[src/rtl/pl_pkg.sv]
// Shared decode types for the pipelined RV32I control unit: opcodes,
// immediate/writeback select encodings and the ID/EX control bundle.
package pl_pkg;

  localparam int PL_X_LEN      = 32;
  localparam int PL_REG_ADDR_W = 5;

  localparam logic [6:0] OPC_LUI    = 7'b0110111;
  localparam logic [6:0] OPC_AUIPC  = 7'b0010111;
  localparam logic [6:0] OPC_JAL    = 7'b1101111;
  localparam logic [6:0] OPC_JALR   = 7'b1100111;
  localparam logic [6:0] OPC_BRANCH = 7'b1100011;
  localparam logic [6:0] OPC_LOAD   = 7'b0000011;
  localparam logic [6:0] OPC_STORE  = 7'b0100011;
  localparam logic [6:0] OPC_OPIMM  = 7'b0010011;
  localparam logic [6:0] OPC_OP     = 7'b0110011;

  typedef enum logic [2:0] {
    IMM_I = 3'b000,
    IMM_S = 3'b001,
    IMM_B = 3'b010,
    IMM_J = 3'b011,
    IMM_U = 3'b100
  } imm_sel_e;

  typedef enum logic [1:0] {
    WB_ALU = 2'b00,
    WB_MEM = 2'b01,
    WB_PC4 = 2'b10
  } wb_sel_e;

  typedef struct packed {
    logic [PL_REG_ADDR_W-1:0] rd;
    logic                     reg_wr;
    logic                     mem_rd;
    logic                     mem_wr;
    logic                     branch;
    logic                     jump;
    wb_sel_e                  wb_sel;
    logic                     alu_src;
  } ctrl_t;

  localparam ctrl_t CTRL_BUBBLE = '{
    rd:      '0,
    reg_wr:  1'b0,
    mem_rd:  1'b0,
    mem_wr:  1'b0,
    branch:  1'b0,
    jump:    1'b0,
    wb_sel:  WB_ALU,
    alu_src: 1'b0
  };

endpackage

[src/rtl/pl_decoder.sv]
// Combinational RV32I opcode decoder: datapath controls, immediate select,
// illegal-opcode flag and which source registers the instruction reads.
module pl_decoder
  import pl_pkg::*;
(
  input  logic [6:0]               i_opcode,
  input  logic [PL_REG_ADDR_W-1:0] i_rd,
  output ctrl_t                    o_ctrl,
  output imm_sel_e                 o_imm_sel,
  output logic                     o_illegal,
  output logic                     o_use_rs1,
  output logic                     o_use_rs2
);

  logic w_writes_rd;

  always_comb begin
    o_ctrl      = CTRL_BUBBLE;
    o_imm_sel   = IMM_I;
    o_illegal   = 1'b0;
    o_use_rs1   = 1'b1;
    o_use_rs2   = 1'b0;
    w_writes_rd = 1'b0;

    unique case (i_opcode)
      OPC_LUI, OPC_AUIPC: begin
        o_imm_sel      = IMM_U;
        o_use_rs1      = 1'b0;
        w_writes_rd    = 1'b1;
        o_ctrl.alu_src = 1'b1;
      end
      OPC_JAL: begin
        o_imm_sel      = IMM_J;
        o_use_rs1      = 1'b0;
        w_writes_rd    = 1'b1;
        o_ctrl.jump    = 1'b1;
        o_ctrl.wb_sel  = WB_PC4;
        o_ctrl.alu_src = 1'b1;
      end
      OPC_JALR: begin
        o_imm_sel      = IMM_I;
        w_writes_rd    = 1'b1;
        o_ctrl.jump    = 1'b1;
        o_ctrl.wb_sel  = WB_PC4;
        o_ctrl.alu_src = 1'b1;
      end
      OPC_BRANCH: begin
        o_imm_sel      = IMM_B;
        o_use_rs2      = 1'b1;
        o_ctrl.branch  = 1'b1;
      end
      OPC_LOAD: begin
        o_imm_sel      = IMM_I;
        w_writes_rd    = 1'b1;
        o_ctrl.mem_rd  = 1'b1;
        o_ctrl.wb_sel  = WB_MEM;
        o_ctrl.alu_src = 1'b1;
      end
      OPC_STORE: begin
        o_imm_sel      = IMM_S;
        o_use_rs2      = 1'b1;
        o_ctrl.mem_wr  = 1'b1;
        o_ctrl.alu_src = 1'b1;
      end
      OPC_OPIMM: begin
        o_imm_sel      = IMM_I;
        w_writes_rd    = 1'b1;
        o_ctrl.alu_src = 1'b1;
      end
      OPC_OP: begin
        o_imm_sel      = IMM_I;
        o_use_rs2      = 1'b1;
        w_writes_rd    = 1'b1;
      end
      default: begin
        o_illegal      = 1'b1;
      end
    endcase

    // rd only carries meaning for writers; S/B reuse those bits as immediate
    if (w_writes_rd) begin
      o_ctrl.rd     = i_rd;
      o_ctrl.reg_wr = (i_rd != '0);
    end
  end

endmodule

[src/rtl/pl_ctrl_unit.sv]
// ID-stage decode/hazard controller: decodes the IF/ID instruction, registers
// its controls into ID/EX and raises load-use stall or branch flush.
module pl_ctrl_unit
  import pl_pkg::*;
#(
  parameter int X_LEN      = 32,
  parameter int REG_ADDR_W = 5
) (
  input  logic                  clk_i,
  input  logic                  rst_ni,
  input  logic [X_LEN-1:0]      instr_i,
  input  logic                  id_valid_i,
  input  logic                  br_taken_i,
  output logic [2:0]            imm_sel_o,
  output logic                  illegal_o,
  output logic                  stall_o,
  output logic                  flush_o,
  output logic                  ex_valid_o,
  output logic [REG_ADDR_W-1:0] ex_rd_o,
  output logic                  ex_reg_wr_o,
  output logic                  ex_mem_rd_o,
  output logic                  ex_mem_wr_o,
  output logic                  ex_branch_o,
  output logic                  ex_jump_o,
  output logic [1:0]            ex_wb_sel_o,
  output logic                  ex_alu_src_o,
  output logic [15:0]           stall_cnt_o
);

  ctrl_t    w_dec_ctrl;
  imm_sel_e w_imm_sel;
  logic     w_illegal;
  logic     w_use_rs1;
  logic     w_use_rs2;
  logic     w_rs1_hit;
  logic     w_rs2_hit;
  logic     w_hazard;
  logic     w_stall;
  logic     w_flush;
  logic     w_bubble;
  logic     w_unused_bits;

  ctrl_t       r_ex;
  logic        r_ex_valid;
  logic [15:0] r_stall_cnt;

  pl_decoder u_decoder (
    .i_opcode  (instr_i[6:0]),
    .i_rd      (instr_i[11:7]),
    .o_ctrl    (w_dec_ctrl),
    .o_imm_sel (w_imm_sel),
    .o_illegal (w_illegal),
    .o_use_rs1 (w_use_rs1),
    .o_use_rs2 (w_use_rs2)
  );

  // funct3/funct7 only matter to the ALU decoder further down the pipe
  assign w_unused_bits = ^{instr_i[X_LEN-1:25], instr_i[14:12]};

  assign w_rs1_hit = w_use_rs1 && (instr_i[19:15] == r_ex.rd);
  assign w_rs2_hit = w_use_rs2 && (instr_i[24:20] == r_ex.rd);
  assign w_hazard  = r_ex_valid && r_ex.mem_rd && (r_ex.rd != '0) &&
                     id_valid_i && (w_rs1_hit || w_rs2_hit);

  // A taken branch squashes the consumer anyway, so it overrides the stall
  assign w_flush  = br_taken_i;
  assign w_stall  = w_hazard && !w_flush;
  assign w_bubble = w_flush || w_stall || !id_valid_i || w_illegal;

  always_ff @(posedge clk_i or negedge rst_ni) begin
    if (!rst_ni) begin
      r_ex_valid <= 1'b0;
      r_ex       <= CTRL_BUBBLE;
    end else if (w_bubble) begin
      r_ex_valid <= 1'b0;
      r_ex       <= CTRL_BUBBLE;
    end else begin
      r_ex_valid <= 1'b1;
      r_ex       <= w_dec_ctrl;
    end
  end

  always_ff @(posedge clk_i or negedge rst_ni) begin
    if (!rst_ni) begin
      r_stall_cnt <= '0;
    end else if (w_stall && (r_stall_cnt != 16'hFFFF)) begin
      r_stall_cnt <= r_stall_cnt + 16'd1;
    end
  end

  assign imm_sel_o    = w_imm_sel;
  assign illegal_o    = w_illegal && id_valid_i;
  assign stall_o      = w_stall;
  assign flush_o      = w_flush;
  assign ex_valid_o   = r_ex_valid;
  assign ex_rd_o      = r_ex.rd;
  assign ex_reg_wr_o  = r_ex.reg_wr;
  assign ex_mem_rd_o  = r_ex.mem_rd;
  assign ex_mem_wr_o  = r_ex.mem_wr;
  assign ex_branch_o  = r_ex.branch;
  assign ex_jump_o    = r_ex.jump;
  assign ex_wb_sel_o  = r_ex.wb_sel;
  assign ex_alu_src_o = r_ex.alu_src;
  assign stall_cnt_o  = r_stall_cnt;

endmodule
[config.mk]
export PLATFORM = sky130hd
export DESIGN_NAME = pl_ctrl_unit
export DESIGN_NICKNAME = d
export VERILOG_FILES = /design/src/rtl/pl_pkg.sv /design/src/rtl/pl_decoder.sv /design/src/rtl/pl_ctrl_unit.sv
export SDC_FILE = /design/constraint.sdc
export NUM_CORES = 1
export LEC_CHECK = 0
export ABC_AREA = 1
export CAP_MARGIN = 25
export CORE_MARGIN = 5
export CORE_UTILIZATION = 45
export CTS_CLUSTER_SIZE = 30
export DETAILED_ROUTE_END_ITERATION = 6
export GPL_TIMING_DRIVEN = 0
export MAX_ROUTING_LAYER = met4
export PLACE_DENSITY = 0.9
export SYNTH_ARGS = -nofsm -noshare
export SYNTH_HDL_FRONTEND = slang
export SYNTH_SLANG_ARGS = --single-unit
[constraint.sdc]
create_clock -name clk_i -period 1.7 [get_ports clk_i]
set_input_delay 0.255 -clock clk_i [delete_from_list [all_inputs] [get_ports clk_i]]
set_output_delay 0.255 -clock clk_i [all_outputs]
set_load 0.02 [all_outputs]
=== Word-level counts from Yosys, hierarchy flattened ===
Cells that the tools add are included.

* Register bits after elaboration: 30
* Latch bits: 0
* Bits in writable memories: 0
* ROM bits: 0
* Input bits: 36
* Output and inout bits: 36
* Logic and storage cells: 61
* Memories kept: 0

* $add $sub $neg: 1
* Multiply operators: 0
* Divide/modulo/power cells: 0
* $lt $le $gt $ge: 0
* Equality and inequality tests: 12
* Shifts and indexed selects: 0
* Mux-type cells: 14
* Bitwise operators: 0
* Reductions and logical operators: 24

{| class="wikitable"
|+ Operators with widths
! kind !! count
|-
| $eq A7 B6 Y1 const B || 3
|-
| $eq A7 B7 Y1 const B || 3
|-
| $add A16 B1 Y16 const B || 1
|-
| $ne A16 B16 Y1 const B || 1
|-
| $eq A7 B5 Y1 const B || 2
|-
| $reduce_or A7 Y1 || 2
|-
| $mux W13 || 1
|-
| $pmux W3 S4 || 1
|-
| $eq A5 B5 Y1 || 2
|-
| $mux W1 || 10
|-
| $reduce_bool A5 Y1 || 2
|-
| $logic_and A1 B1 Y1 || 9
|-
| $reduce_or A9 Y1 || 1
|-
| $eq A7 B2 Y1 const B || 1
|-
| $mux W6 || 1
|-
| $reduce_or A3 Y1 || 2
|-
| $logic_or A1 B1 Y1 || 4
|-
| $pmux W2 S2 || 1
|-
| $reduce_or A2 Y1 || 2
|-
| $logic_not A1 Y1 || 2
|}

=== Logic depth before layout (Yosys ltp) ===
* Word-level depth: 11
* Gate-level depth with buffers: 11
* Depth with buffers taken out: 11

=== By module ===
A second synthesis with hierarchy kept.

* Cells, all modules: 295
* Area, all modules: 1995.7 µm²

{| class="wikitable"
|+ Modules (own cells, without submodules)
! module !! times used !! cells each !! area an instance (µm²)
|-
| pl_ctrl_unit || 1 || 236 || 1730.4
|-
| pl_decoder || 1 || 59 || 265.3
|}

=== Least setup slack after synthesis ===
Ideal clock, no wire load.

* Path type: register to output
* Start point: register r_ex, in the netlist ex_rd_o[1]
* End point: output stall_o
* Arrival: 1.473 ns
* Setup slack: -0.028 ns
* Stages on the path, launching flop included: 10
* Cell sequence: dfrtp_1 > inv_1 > nand2_1 > nand2_1 > nand2_1 > nor2_1 > nand3_4 > nand2_4 > nand2_4 > nor2_1

* Longest elaborated chain between the ends: 5
* Elaborated cells on any way between the ends: 10

{| class="wikitable"
|+ RTL lines
! element !! RTL line !! source
|-
| start: declaration || pl_ctrl_unit.sv:43 || <nowiki>ctrl_t r_ex;</nowiki>
|-
| start signal: assignment || pl_ctrl_unit.sv:79 || <nowiki>r_ex <= w_dec_ctrl;</nowiki>
|-
| $eq A5 B5 Y1 (tied with other cells) || pl_ctrl_unit.sv:60 || <nowiki>assign w_rs1_hit = w_use_rs1 && (instr_i[19:15] == r_ex.rd);</nowiki>
|-
| $logic_and A1 B1 Y1 (on tied branches) || pl_ctrl_unit.sv:60, pl_ctrl_unit.sv:61, pl_ctrl_unit.sv:62 ||
|-
| $logic_or A1 B1 Y1 / $logic_and A1 B1 Y1 (equally long branches) || pl_ctrl_unit.sv:63, pl_ctrl_unit.sv:62 ||
|-
| $logic_and A1 B1 Y1 * || pl_ctrl_unit.sv:63 || <nowiki>id_valid_i && (w_rs1_hit || w_rs2_hit);</nowiki>
|-
| $logic_and A1 B1 Y1 * || pl_ctrl_unit.sv:67 || <nowiki>assign w_stall = w_hazard && !w_flush;</nowiki>
|-
| end: declaration || pl_ctrl_unit.sv:16 || <nowiki>output logic stall_o,</nowiki>
|}

Every way passes the cells marked *; elsewhere a longest branch is shown, timed or not.

=== Final worst setup path ===
Same ends and word-level chain as after synthesis.

==> flow_metrics.env <==
export IMPL_ir_drop_uv=583.8
export IMPL_drt_total_wl_mm=5.925
export IMPL_critPathCaptureType="primary output"
export IMPL_fin_util=0.6974
export IMPL_synth_cell_area_sq_um=2033
export IMPL_slew_headroom=0.5075
export IMPL_critPathBufInv=2
export IMPL_synth_async_reset_ratio=1.000
export IMPL_layout_setup_ws_ns=-0.1994
export IMPL_ys_seq_area_frac=0.3692
export IMPL_crit_required_ns=1.44
export IMPL_area_growth_pct=49.35
export IMPL_antenna_found_initial=0
export IMPL_htreeDepth=2
export IMPL_grt_pass1_vias=2190
export IMPL_dp_hpwl_mm=4.155
export IMPL_worstReg2RegStart="ex_rd_o[1]"
export IMPL_fillers=318
export IMPL_drt_pass1_iter_count=5
export IMPL_grt_pass1_wl_mm=9.673
export IMPL_synth_most_common_cell="nand2_1"
export IMPL_slowest_stage="dfrtp_1"
export IMPL_drt_vias_per_instance=5.303
export IMPL_die_h_um=77.22
export IMPL_reg2reg_to="stall_cnt_o[5]"
export IMPL_layout_drive_gt1_share=0.2334
export IMPL_stdcell_area_sq_um=3037
export IMPL_drtAntennaViolNets=0
export IMPL_syn_inst=263
export IMPL_port_buffers=61
export IMPL_gr_total_overflow=0
export IMPL_synth_seq_cells=30
export IMPL_synth_commonest_cells="76 x nand2_1, 36 x inv_1, 30 x dfrtp_1, 30 x nor2_1, 23 x nand4_1"
export IMPL_drcViolationCount=0
export IMPL_synth_ff_type="dfrtp_1"
export IMPL_status="finished with violations"
export IMPL_drtIter0Drc=112
export IMPL_die_w_um=77.22
export IMPL_ctsLongestPathBuffers=2
export IMPL_clock_sinks=30
export IMPL_grt_setup_unrepaired="yes"
export IMPL_design_power_total_mw=1.801
export IMPL_rr_worst_depth=12
export IMPL_leakagePower_nw=1.516
export IMPL_finalNonFillerCells=399
export IMPL_vias=2116
export IMPL_synth_edf_count=0
export IMPL_dpl_cell_area_sq_um=2726
export IMPL_slew_violations=0
export IMPL_path_max_fanout=4
export IMPL_syn_nets=300
export IMPL_multiInputGateArea_sq_um=1137
export IMPL_final_hold_violation_count=0
export IMPL_initial_core_util=0.4670
export IMPL_grtUsageTotal=0.2029
export IMPL_boundaryPins=72
export IMPL_antennaDiodeCount=0
export IMPL_rows=24
export IMPL_synth_warnings=0
export IMPL_crit_type="register to primary output"
export IMPL_synth_avg_cell_area_sq_um=7.731
export IMPL_gp_congestion=0.8966
export IMPL_hold_path_class="primary input to asynchronous set/reset pin"
export IMPL_synthDistinctLibCells=29
export IMPL_grt_max_degree=17
export IMPL_wl_per_cell_um=14.85
export IMPL_cts_buffers=5
export IMPL_cp_cell_sequence="inv_2 -> nor2_1 -> nor2_1 -> nand2_1 -> nor2_2 -> nand2_2 -> nand2_4 -> nand2_4 -> nor2_4 -> buf_6"
export IMPL_synth_top_cell_by_area="dfrtp_1"
export IMPL_placed_cells=377
export IMPL_worstSetupStartpointType="register"
export IMPL_synth_top_area_frac=0.3692
export IMPL_skew_ns=0.01110
export IMPL_setup_viol=18
export IMPL_worst_ep_arrival_time_ns=1.64
export IMPL_dieArea_sq_um=5962
export IMPL_cts_root_buf="clkbuf_8"
export IMPL_max_cap_viol_count=0
export IMPL_period_share=1.117
export IMPL_ys_top_cells_by_area="dfrtp_1 37%, nand2_1 14%, nand4_1 7.1%, inv_1 6.6%, nor2_1 5.5%"
export IMPL_fmax_mhz=526.5
export IMPL_tritoncts="built"
export IMPL_fin_nets=383
export IMPL_period_needed_ns=1.899
export IMPL_critical_path_top_delay_family="simple AND/OR/NAND/NOR gates"
export IMPL_path_clk_slew_ns=0.07
export IMPL_register_area_sq_um=755.7
export IMPL_violations="setup timing"
export IMPL_powerDensity_nw_per_um2=593.2
export IMPL_critPathMaxStageDelay_ns=0.42
export IMPL_core_area_sq_um=4354
export IMPL_insertion_delay_ns=0.29
export IMPL_r2r_slack_ns=-0.11
export IMPL_tightest_slew_ns=0.7364
area by class of cell:
cell class	instances	area share
multi-input combinational	189	0.3745
sequential	30	0.2489
timing repair buffer	76	0.2406
inverter	37	0.04615
clock buffer	6	0.02719
buffer	7	0.02143
tap	52	0.02143
clock inverter	2	0.01978
worst reg2reg max path: stages (launching register included):
cell and delay, ns:
dfrtp_1 0.42, inv_2 0.10, nor2_1 0.04, nor2_1 0.10, nand2_1 0.11, nor2_2 0.13, nand2_2 0.09, buf_4 0.14
buf_4 0.13, a21oi_4 0.18, buf_6 0.16, nand4_1 0.08, nand2_1 0.08
metal layers:
layer	track usage	share of wire
met2	0.3535	0.52
met3	0.06323	0.087
met5	-	0
met4	0.08076	0.032
met1	0.2111	0.36
cells by family (layout without fill, tap and decap cells):
group	Yosys count	after routing	share of synthesized area
buffers and inverters	44	128	0.1009
AND/OR/NAND/NOR	170	170	0.4449
XOR/XNOR	15	15	0.06462
flip-flops	30	30	0.3692
adder cells (fa/ha/maj)	1	1	0.006153
AO/OA/AOI/OAI	3	3	0.01416
where the power goes:
part           switching (mW)  internal, mW
registers            0.000361         0.714
logic                  0.0942        0.0786
clock network           0.289         0.625
worst max path at each step:
stage	startpoint	endpoint	slack, ns	depth (start not counted)
after floorplan	stall_cnt_o[0]	stall_cnt_o[10]	0.04	7
after detailed placement	instr_i[6]	stall_o	-0.81	10
final	ex_rd_o[1]	stall_o	-0.20	10
after global placement	instr_i[6]	stall_o	-0.78	10
after global routing	ex_rd_o[1]	stall_o	-0.29	10
after CTS	ex_rd_o[1]	stall_o	-0.17	7
stage by stage:
stage | TNS (ns) | hold slack (ns) | setup WS, ns
floorplan | 0 | -0.04059 | 0.03648
global placement | -12.88 | 0.5286 | -0.7841
detailed placement | -9.922 | 0.5414 | -0.8083
CTS | -0.1702 | 0.4152 | -0.1702
global route | -3.652 | 0.4605 | -0.2879
finish | -1.521 | 0.3956 | -0.1994
cells in the final DEF, fill, tap and decap left out, types with 7 or more instances in the layout:
cell type,count
dfrtp_1,26
inv_1,32
dlygate4sd2_1,8
clkdlybuf4s50_1,42
nand2_1,75
nand3_1,9
nor2_4,12
nor2_2,7
buf_4,14
nand4_1,23
nor2_1,25
xnor2_1,8
timing repair:
item,4_1_cts,5_1_grt
hold buffers,0,0
setup buffers,7,7
resized for setup,41,17
setup endpoints to repair,30,33
hold endpoints to repair,0,0
pin swaps,9,4
state kept, by name (all words and copies together), names as in the netlist:
name and flops:
ex_alu_src_o 1, ex_wb_sel_o 2, ex_mem_rd_o 1, ex_branch_o 1, ex_mem_wr_o 1, stall_cnt_o 16, ex_reg_wr_o 1, ex_rd_o 5
ex_jump_o 1, ex_valid_o 1
No activity file was read; power rests on OpenSTA's default activity.
